==> src/rtl/pipeline_pkg.sv <==
// Shared definitions for the 5-stage RISC-V pipeline.
//   XLEN       : datapath width
//   NOP_INSTR  : bubble instruction (addi x0,x0,0)
//   if_state_t : fetch-stage FSM states
package pipeline_pkg;

  localparam int XLEN = 32;

  localparam logic [XLEN-1:0] NOP_INSTR = 32'h0000_0013;

  typedef enum logic [1:0] {
    FETCH = 2'd0,  // request outstanding on the bus (valid=1)
    WAIT  = 2'd1,  // request accepted, waiting for the response
    HOLD  = 2'd2   // response parked in the buffer while decode is stalled
  } if_state_t;

endpackage

==> src/rtl/if_rsp_buffer.sv <==
// One-entry holding register for an instruction response that arrived while
// the pipeline was stalled.
//   clk, rst_n : clock, async active-low reset
//   i_load     : capture i_data/i_pc and mark valid
//   i_clear    : drop the entry (wins over i_load)
//   i_data     : instruction word to capture
//   i_pc       : PC of that instruction
//   o_data     : held instruction
//   o_pc       : held PC
//   o_valid    : entry is occupied
module if_rsp_buffer
  import pipeline_pkg::*;
(
  input  logic            clk,
  input  logic            rst_n,
  input  logic            i_load,
  input  logic            i_clear,
  input  logic [XLEN-1:0] i_data,
  input  logic [XLEN-1:0] i_pc,
  output logic [XLEN-1:0] o_data,
  output logic [XLEN-1:0] o_pc,
  output logic            o_valid
);

  logic [XLEN-1:0] r_data;
  logic [XLEN-1:0] r_pc;
  logic            r_valid;

  always_ff @(posedge clk or negedge rst_n) begin
    if (!rst_n) begin
      r_data  <= '0;
      r_pc    <= '0;
      r_valid <= 1'b0;
    end else if (i_clear) begin
      r_valid <= 1'b0;
    end else if (i_load) begin
      r_data  <= i_data;
      r_pc    <= i_pc;
      r_valid <= 1'b1;
    end
  end

  assign o_data  = r_data;
  assign o_pc    = r_pc;
  assign o_valid = r_valid;

endmodule

==> src/rtl/if_stage.sv <==
// Instruction-fetch stage: owns the PC, fetches over a single-outstanding
// request/response bus and drives the IF/ID register consumed by decode.
//   clk, rst_n       : clock, async active-low reset
//   stall            : hold PC and IF/ID
//   flush_if         : branch taken in decode; squash IF/ID, redirect PC
//   branch_target    : redirect PC (low two bits ignored)
//   imem_req_*       : fetch request (valid/ready/addr)
//   imem_rsp_*       : in-order response, one per accepted request
//   instr_ifid, pc_ifid, valid_ifid : IF/ID register
//   o_dbg_state      : current FSM state (if_state_t encoding)
//
// Handshake: a request transfers on a cycle where imem_req_valid and
// imem_req_ready are both high; the address holds steady while valid waits
// for ready, except when a flush redirects it. imem_rsp_valid has no ready:
// the stage always takes the response in the cycle it is presented.
module if_stage #(
  parameter logic [31:0] RESET_PC  = 32'h0000_0000,
  parameter logic [31:0] NOP_INSTR = pipeline_pkg::NOP_INSTR
) (
  input  logic        clk,
  input  logic        rst_n,
  input  logic        stall,
  input  logic        flush_if,
  input  logic [31:0] branch_target,
  output logic        imem_req_valid,
  output logic [31:0] imem_req_addr,
  input  logic        imem_req_ready,
  input  logic        imem_rsp_valid,
  input  logic [31:0] imem_rsp_data,
  output logic [31:0] instr_ifid,
  output logic [31:0] pc_ifid,
  output logic        valid_ifid,
  output logic [1:0]  o_dbg_state
);
  import pipeline_pkg::*;

  if_state_t   r_state, w_state_nxt;
  logic [31:0] r_pc, w_pc_nxt;
  logic [31:0] r_req_pc, w_req_pc_nxt;
  logic        r_drop, w_drop_nxt;
  logic        r_run;
  logic [31:0] r_instr, w_instr_nxt;
  logic [31:0] r_pc_ifid, w_pc_ifid_nxt;
  logic        r_valid_ifid, w_valid_ifid_nxt;

  logic        w_accept;
  logic [31:0] w_target;
  logic        w_buf_load, w_buf_clear;
  logic [31:0] w_buf_data, w_buf_pc;
  logic        w_buf_valid;

  // r_run keeps the request low while reset is held and for the cycle it
  // is released, so the first request appears one clock after release.
  assign imem_req_valid = r_run && (r_state == FETCH);
  assign imem_req_addr  = r_pc;
  assign w_accept       = imem_req_valid && imem_req_ready;
  assign w_target       = branch_target & 32'hFFFF_FFFC;

  assign instr_ifid  = r_instr;
  assign pc_ifid     = r_pc_ifid;
  assign valid_ifid  = r_valid_ifid;
  assign o_dbg_state = r_state;

  if_rsp_buffer u_buf (
    .clk     (clk),
    .rst_n   (rst_n),
    .i_load  (w_buf_load),
    .i_clear (w_buf_clear),
    .i_data  (imem_rsp_data),
    .i_pc    (r_req_pc),
    .o_data  (w_buf_data),
    .o_pc    (w_buf_pc),
    .o_valid (w_buf_valid)
  );

  always_ff @(posedge clk or negedge rst_n) begin
    if (!rst_n) r_state <= FETCH;
    else        r_state <= w_state_nxt;
  end

  always_comb begin
    w_state_nxt      = r_state;
    w_pc_nxt         = r_pc;
    w_req_pc_nxt     = r_req_pc;
    w_drop_nxt       = r_drop;
    w_instr_nxt      = r_instr;
    w_pc_ifid_nxt    = r_pc_ifid;
    w_valid_ifid_nxt = r_valid_ifid;
    w_buf_load       = 1'b0;
    w_buf_clear      = 1'b0;

    if (flush_if) begin
      w_instr_nxt      = NOP_INSTR;
      w_valid_ifid_nxt = 1'b0;
      w_pc_nxt         = w_target;
      w_buf_clear      = 1'b1;
      // A response still owed for the old PC must be swallowed before the
      // target can be fetched. A request accepted this very cycle is owed
      // too, so it is handled exactly like WAIT.
      if ((r_state == WAIT && !imem_rsp_valid) || (r_state == FETCH && w_accept)) begin
        w_state_nxt = WAIT;
        w_drop_nxt  = 1'b1;
      end else begin
        w_state_nxt = FETCH;
        w_drop_nxt  = 1'b0;
      end
    end else begin
      case (r_state)
        FETCH: begin
          if (!stall) begin
            w_instr_nxt      = NOP_INSTR;
            w_valid_ifid_nxt = 1'b0;
          end
          if (w_accept) begin
            w_state_nxt  = WAIT;
            w_req_pc_nxt = r_pc;
          end
        end
        WAIT: begin
          if (imem_rsp_valid) begin
            if (r_drop) begin
              w_drop_nxt  = 1'b0;
              w_state_nxt = FETCH;
              if (!stall) begin
                w_instr_nxt      = NOP_INSTR;
                w_valid_ifid_nxt = 1'b0;
              end
            end else if (!stall) begin
              w_instr_nxt      = imem_rsp_data;
              w_pc_ifid_nxt    = r_req_pc;
              w_valid_ifid_nxt = 1'b1;
              w_pc_nxt         = r_pc + 32'd4;
              w_state_nxt      = FETCH;
            end else begin
              w_buf_load  = 1'b1;
              w_state_nxt = HOLD;
            end
          end else if (!stall) begin
            w_instr_nxt      = NOP_INSTR;
            w_valid_ifid_nxt = 1'b0;
          end
        end
        HOLD: begin
          if (!stall) begin
            w_instr_nxt      = w_buf_data;
            w_pc_ifid_nxt    = w_buf_pc;
            w_valid_ifid_nxt = w_buf_valid;
            w_pc_nxt         = r_pc + 32'd4;
            w_buf_clear      = 1'b1;
            w_state_nxt      = FETCH;
          end
        end
        default: w_state_nxt = FETCH;
      endcase
    end
  end

  always_ff @(posedge clk or negedge rst_n) begin
    if (!rst_n) begin
      r_pc         <= RESET_PC & 32'hFFFF_FFFC;
      r_req_pc     <= '0;
      r_drop       <= 1'b0;
      r_run        <= 1'b0;
      r_instr      <= NOP_INSTR;
      r_pc_ifid    <= '0;
      r_valid_ifid <= 1'b0;
    end else begin
      r_pc         <= w_pc_nxt;
      r_req_pc     <= w_req_pc_nxt;
      r_drop       <= w_drop_nxt;
      r_run        <= 1'b1;
      r_instr      <= w_instr_nxt;
      r_pc_ifid    <= w_pc_ifid_nxt;
      r_valid_ifid <= w_valid_ifid_nxt;
    end
  end

endmodule

==> config.mk <==
export PLATFORM = sky130hd
export DESIGN_NAME = if_stage
export DESIGN_NICKNAME = d
export VERILOG_FILES = /design/src/rtl/pipeline_pkg.sv /design/src/rtl/if_rsp_buffer.sv /design/src/rtl/if_stage.sv
export SDC_FILE = /design/constraint.sdc
export NUM_CORES = 1
export LEC_CHECK = 0
export BUFFER_PORTS_ARGS = -buffer_cell sky130_fd_sc_hd__buf_2
export CAP_MARGIN = 20
export CORE_ASPECT_RATIO = 0.5
export CORE_UTILIZATION = 41
export DETAILED_ROUTE_END_ITERATION = 16
export HOLD_SLACK_MARGIN = 0.08
export PLACE_DENSITY = 0.68
export SLEW_MARGIN = 20
export SYNTH_ARGS = -nofsm -noshare
export SYNTH_HDL_FRONTEND = slang
export SYNTH_SLANG_ARGS = --single-unit
==> constraint.sdc <==
create_clock -name clk -period 3.4 [get_ports clk]
set_input_delay 0.17 -clock clk [delete_from_list [all_inputs] [get_ports clk]]
set_output_delay 0.17 -clock clk [all_outputs]
set_load 0.03 [all_outputs]
Word-level counts from Yosys, hierarchy flattened
Index checks and enable logic that the tools add are counted.

word-level totals
  RAM bits = 0
  input bits = 70
  memory bits (read-only) = 0
  latch bits = 0
  flip-flop bits (word level) = 198
  logic and storage cells = 91
  output and inout bits = 100
  memories kept = 0

operators by class
  $mul = 0
  bitwise logic cells = 2
  divide/modulo/power cells = 0
  equality and inequality tests = 11
  shift-type cells = 0
  reductions and logical operators = 20
  magnitude comparators = 0
  multiplexer cells = 46
  add/sub/neg operators = 1

operators by type and width
  cell                                                  number
  2-to-1 mux 32 bit                                     14
  case mux 32 bit (2 select lines)                      2
  case mux 32 bit (3 select lines)                      1
  adder 32 x 3 -> 32 bit (second input constant)        1
  2-to-1 mux 1 bit                                      21
  2-to-1 mux 2 bit                                      6
  != test 3 bit (second input constant)                 4
  AND reduction 3 bit                                   4
  != test 2 bit (second input constant)                 4
  nonzero test 2 bit                                    4
  case mux 2 bit (3 select lines)                       1
  AND reduction 6 bit                                   1
  != test 5 bit (second input constant)                 1
  logical AND 1 bit                                     4
  AND reduction 2 bit                                   2
  nonzero test 4 bit                                    1
  case mux 1 bit (3 select lines)                       1
  nonzero test 3 bit                                    1
  equality test 2 x 1 -> 1 bit (second input constant)  1
  equality test 2 bit (second input constant)           1
  zero test 2 bit                                       1
  inverter 1 bit                                        2
  zero test 1 bit                                       1
  logical OR 1 bit                                      1

Logic depth before layout (Yosys ltp)
  depth in word-level cells = 7
  gate-level depth with buffers = 9
  mapped depth without buffers = 6

Cells and area by module
From an unflattened synthesis, not the netlist that was laid out.

unflattened totals
  cells, all modules = 725
  area, all modules = 8994.9 um2

by module, submodules not included
  module         instances  cells each  area each (um2)  sequential area each (um2)
  if_stage       1          586         6261.0           3231.8
  if_rsp_buffer  1          139         2733.9           1626.6

Least setup slack after synthesis
Ideal clock, no wire load.

  kind = register -> register
  from = register r_state[0] (netlist: o_dbg_state[0])
  to = register r_req_pc[10]
  period minus slack after synthesis = 2.175 ns
  path slack = 1.225 ns
  path buffers = 1
  cell stages (with the launch flop) = 7
  required time = 3.275 ns
  setup time = 0.125 ns
  data arrival time = 2.050 ns
  cell sequence = dfrtp_1 inv_1 ha_1 and2_1 nand3_1 clkbuf_1 mux2_2

on the way
  word-level cells in the longest chain between the ends = 4

ends and longest elaborated chain
  item                           RTL line         RTL
  from (decl)                    if_stage.sv:37   if_state_t r_state, w_state_nxt;
  from (signal assigned)         if_stage.sv:78   else r_state <= w_state_nxt;
  zero test 2 bit                if_stage.sv:54   assign imem_req_valid = r_run && (r_state == FETCH);
  logical AND 1 bit              if_stage.sv:54
  net imem_req_valid             if_stage.sv:25   output logic imem_req_valid,
  logical AND 1 bit              if_stage.sv:56   assign w_accept = imem_req_valid && imem_req_ready;
  AND reduction 3 bit (no line)  -
  to (signal assigned)           if_stage.sv:169  r_req_pc <= w_req_pc_nxt;
  to (decl)                      if_stage.sv:39   logic [31:0] r_req_pc, w_req_pc_nxt;

The timed path passes the listed nets, and every way through them passes these cells.
A chain may end at the register's enable or synchronous reset.

Final worst setup path
  from = register r_state[1] (netlist: o_dbg_state[1])
  to = register r_pc[31] (netlist: imem_req_addr[31])

on the way
  word-level cells in the longest chain between the ends = 3
  elaborated cells between the ends (all ways) = 8
  classes of those cells = 4 x eq/ne; 2 x mux; 2 x reduce/logical

ends and longest elaborated chain
  item                                                                        RTL line         RTL
  equality test 2 x 1 -> 1 bit / equality test 2 bit (equally long branches)  if_stage.sv:108  case (r_state)
  != test 3 bit (no line), or another cell as far along                       -
  AND reduction 3 bit (no line) / 2-to-1 mux 32 bit (equally long branches)   -
  to (signal assigned)                                                        if_stage.sv:160  r_pc <= RESET_PC & 32'hFFFF_FFFC;
  to (signal assigned)                                                        if_stage.sv:168  r_pc <= w_pc_nxt;
  to (decl)                                                                   if_stage.sv:38   logic [31:0] r_pc, w_pc_nxt;

Parallel ways exist; a longest one is shown, timed or not.

==> run summary <==
Outcome -> finished, final reports clean
RSZ-0062 raised after global routing -> false
Top FF cell, synth -> dfrtp_1
DRC violations left -> 0
Drt total wl -> 21100 um
Avg Inst Size Synth -> 11.9 sq um
Synth Instances -> 715
Core Footprint -> 0.0199 sq mm
Placer Congestion -> 0.813
Number of global-route vias before repair -> 6639
Most common cell after layout, fill and taps aside -> dfrtp_1
Die height -> 104 um
Slew Viols, Final -> 0
Clock transition at path regs -> 0.07 ns
Worst Setup Start Kind -> flop
# setup viols final -> 0
Hpwl dp -> 13100 um
Reg-to-Reg Start -> o_dbg_state[1]
Die Area -> 0.0214 sq mm
Reg2reg end -> imem_req_addr[31]
Final core occ -> 54.5%
Count of state elements after synthesis -> 190
TritonCTS Sinks -> 190
Critical Path AT -> 3.12 ns
R2r setup slk -> 0.63 ns
Seq/Total Area, Yosys -> 55.9%
Critical Path Sink Type -> flop
Largest net degree at the start of global routing -> 108
CTS tree -> done
First-pass GRT wire length -> 34700 um
DR WL/cell -> 17.5 um
Pwr/cell area -> 747 mW/mm^2
Clk_skew -> 0.0108 ns
DRT Pass-1 Iters -> 4
Via/cell ratio -> 5.43
Share of cells above drive strength 1 -> 33.4%
PortBufs -> 163
Post-Syn Area -> 0.00851 sq mm
Die W -> 206 um
Crit path from -> o_dbg_state[1]
CTS Buf Count -> 17
Crit-path max FO -> 14
Cells on Worst Hold Path -> 3
DRT antenna net count -> 0
# rows -> 36
Initial antenna violation count -> 2
Fin. Hold Viols -> 0
Most frequent cells in the layout -> dfrtp_1, buf_2, mux2_2
Total gr overflow -> 0
R2R depth -> 6
Slew HR -> 35.6%
Critical path class -> flop to flop
DRT iter0 DRCs -> 315
Clock buffer depth -> 2
IO Pins -> 170
Hold_ws -> 0.143 ns
TNS Setup -> 0 ns
WP data required -> 3.75 ns
Leakage power -> 4.73 nW
Count of cell types in the netlist -> 52
Tcrit/Tclk final -> 81.6%
Worst min-delay path class -> input port to flop
Max Cap Viol -> 0
Worst-Skew Late Latency -> 0.44 ns
Yosys warnings -> 0
Htree depth -> 4
Gr usage total -> 20.7%
Number of synthesized flops with an enable pin -> 0
Layout fillers -> 1739
End point of the critical path -> imem_req_addr[31]
Fmax -> 360 MHz
Area grow syn2layout -> 27.5%
Starting Density -> 42.7%
Layout Nets -> 997
Async S/R FF share, synth -> 100%
Fin crit period -> 2.77 ns
Root buf cell -> clkbuf_16
Worst VDD drop -> 0.480 mV
Vias -> 6540
Slew @ Worst Pin -> 0.965 ns
[registers in the layout, summed over array words and instances, names as in the netlist]
name and count:
r_drop 1, pc_ifid 30, r_run 1, u_buf.o_pc 30, u_buf.o_data 32, u_buf.o_valid 1, r_req_pc 30, o_dbg_state 2
valid_ifid 1, instr_ifid 32, imem_req_addr 30
[through the flow]
stage,setup WS (ns),area (sq um),power (mW),std cells
final,0.625,10800,8.10,1204
after global routing,0.453,10800,8.56,1204
after CTS,0.663,10800,8.17,1202
after detailed placement,0.786,9600,5.99,1107
after global placement,0.824,9600,5.88,1107
after floorplan,1.22,8520,5.23,718
[power by group]
group          leakage (nW)  total (mW)  internal, mW  switching [mW]
clock network         0.290        2.09          1.17           0.924
logic                  2.12        2.40          1.02            1.39
registers              2.32        3.61          3.09           0.518
total                  4.73        8.10          5.27            2.83
[worst max-delay path, cell delays in order (launching register included)]
cell	delay (ns)
dfrtp_1	0.43
inv_1	0.10
ha_1	0.34
and4bb_1	0.59
o2111ai_2	0.40
or4_1	0.61
a31oi_1	0.21
[cells in the mapped netlist, types with 8 or more instances]
library cell / number / share of area (%)
dfrtp_1: 187 / 55
mux2_2: 91 / 12
nor2_1: 51 / 2.2
a21oi_1: 35 / 2.1
mux2i_1: 33 / 3.9
a22oi_1: 30 / 2.6
o2bb2ai_1: 30 / 3.1
clkbuf_1: 26 / 1.1
nand2_1: 26 / 1.1
o21ai_0: 25 / 1.5
a31oi_1: 21 / 1.5
buf_2: 19 / 1.1
o31ai_1: 12 / 1.1
or4_1: 12 / 1.1
inv_1: 10 / 0.44
xor2_1: 9 / 0.93
and4_1: 8 / 0.82
nand3_1: 8 / 0.47
[area by class of cell]
class / count / area, sq um / share of cell area [%]
sequential: 190 / 4760 / 43.9
multi-input combinational: 464 / 3520 / 32.5
timing repair buffer: 239 / 1580 / 14.5
clock buffer: 17 / 425 / 3.92
tap: 266 / 333 / 3.07
clock inverter: 15 / 184 / 1.70
inverter: 11 / 41.3 / 0.381
antenna: 2 / 5.00 / 0.0461
[routing by layer]
metal / global-route usage, % / vias up / part of all wire [%]
met2: 33.9 / 114 / 49
met1: 26.8 / 3334 / 46
li1: - / 3058 / -
met3: 4.26 / 34 / 3.4
met4: 8.10 / 0 / 2.1
met5: 0 / - / 0
[cells by family after synthesis]
| logic type | synth area share, % |
|---|---|
| buffers and inverters | 3.32 |
| multiplexers | 15.9 |
| XOR/XNOR | 1.13 |
| adder cells (fa/ha/maj) | 0.588 |
| other | 0.0883 |
| AO/OA/AOI/OAI | 14.0 |
| AND/OR/NAND/NOR | 9.03 |
| flip-flops | 55.9 |
[how the worst min path moves through the flow]
stage                                    to  startpoint  slack (ns)
after floorplan           imem_req_addr[10]       rst_n       -0.13
after global placement      u_buf.o_data[7]       rst_n        0.33
final                         u_buf.o_valid       stall        0.14
after detailed placement    u_buf.o_data[7]       rst_n        0.35
after global routing          u_buf.o_valid       stall        0.18
after CTS                     u_buf.o_valid       stall        0.11
[what timing repair did]
action / CTS / global route
endpoints found under the hold margin: 196 / 0
resized for setup: 0 / 0
hold buffers: 63 / 0
setup buffers: 0 / 0
Power figures use the tool's default switching activity.
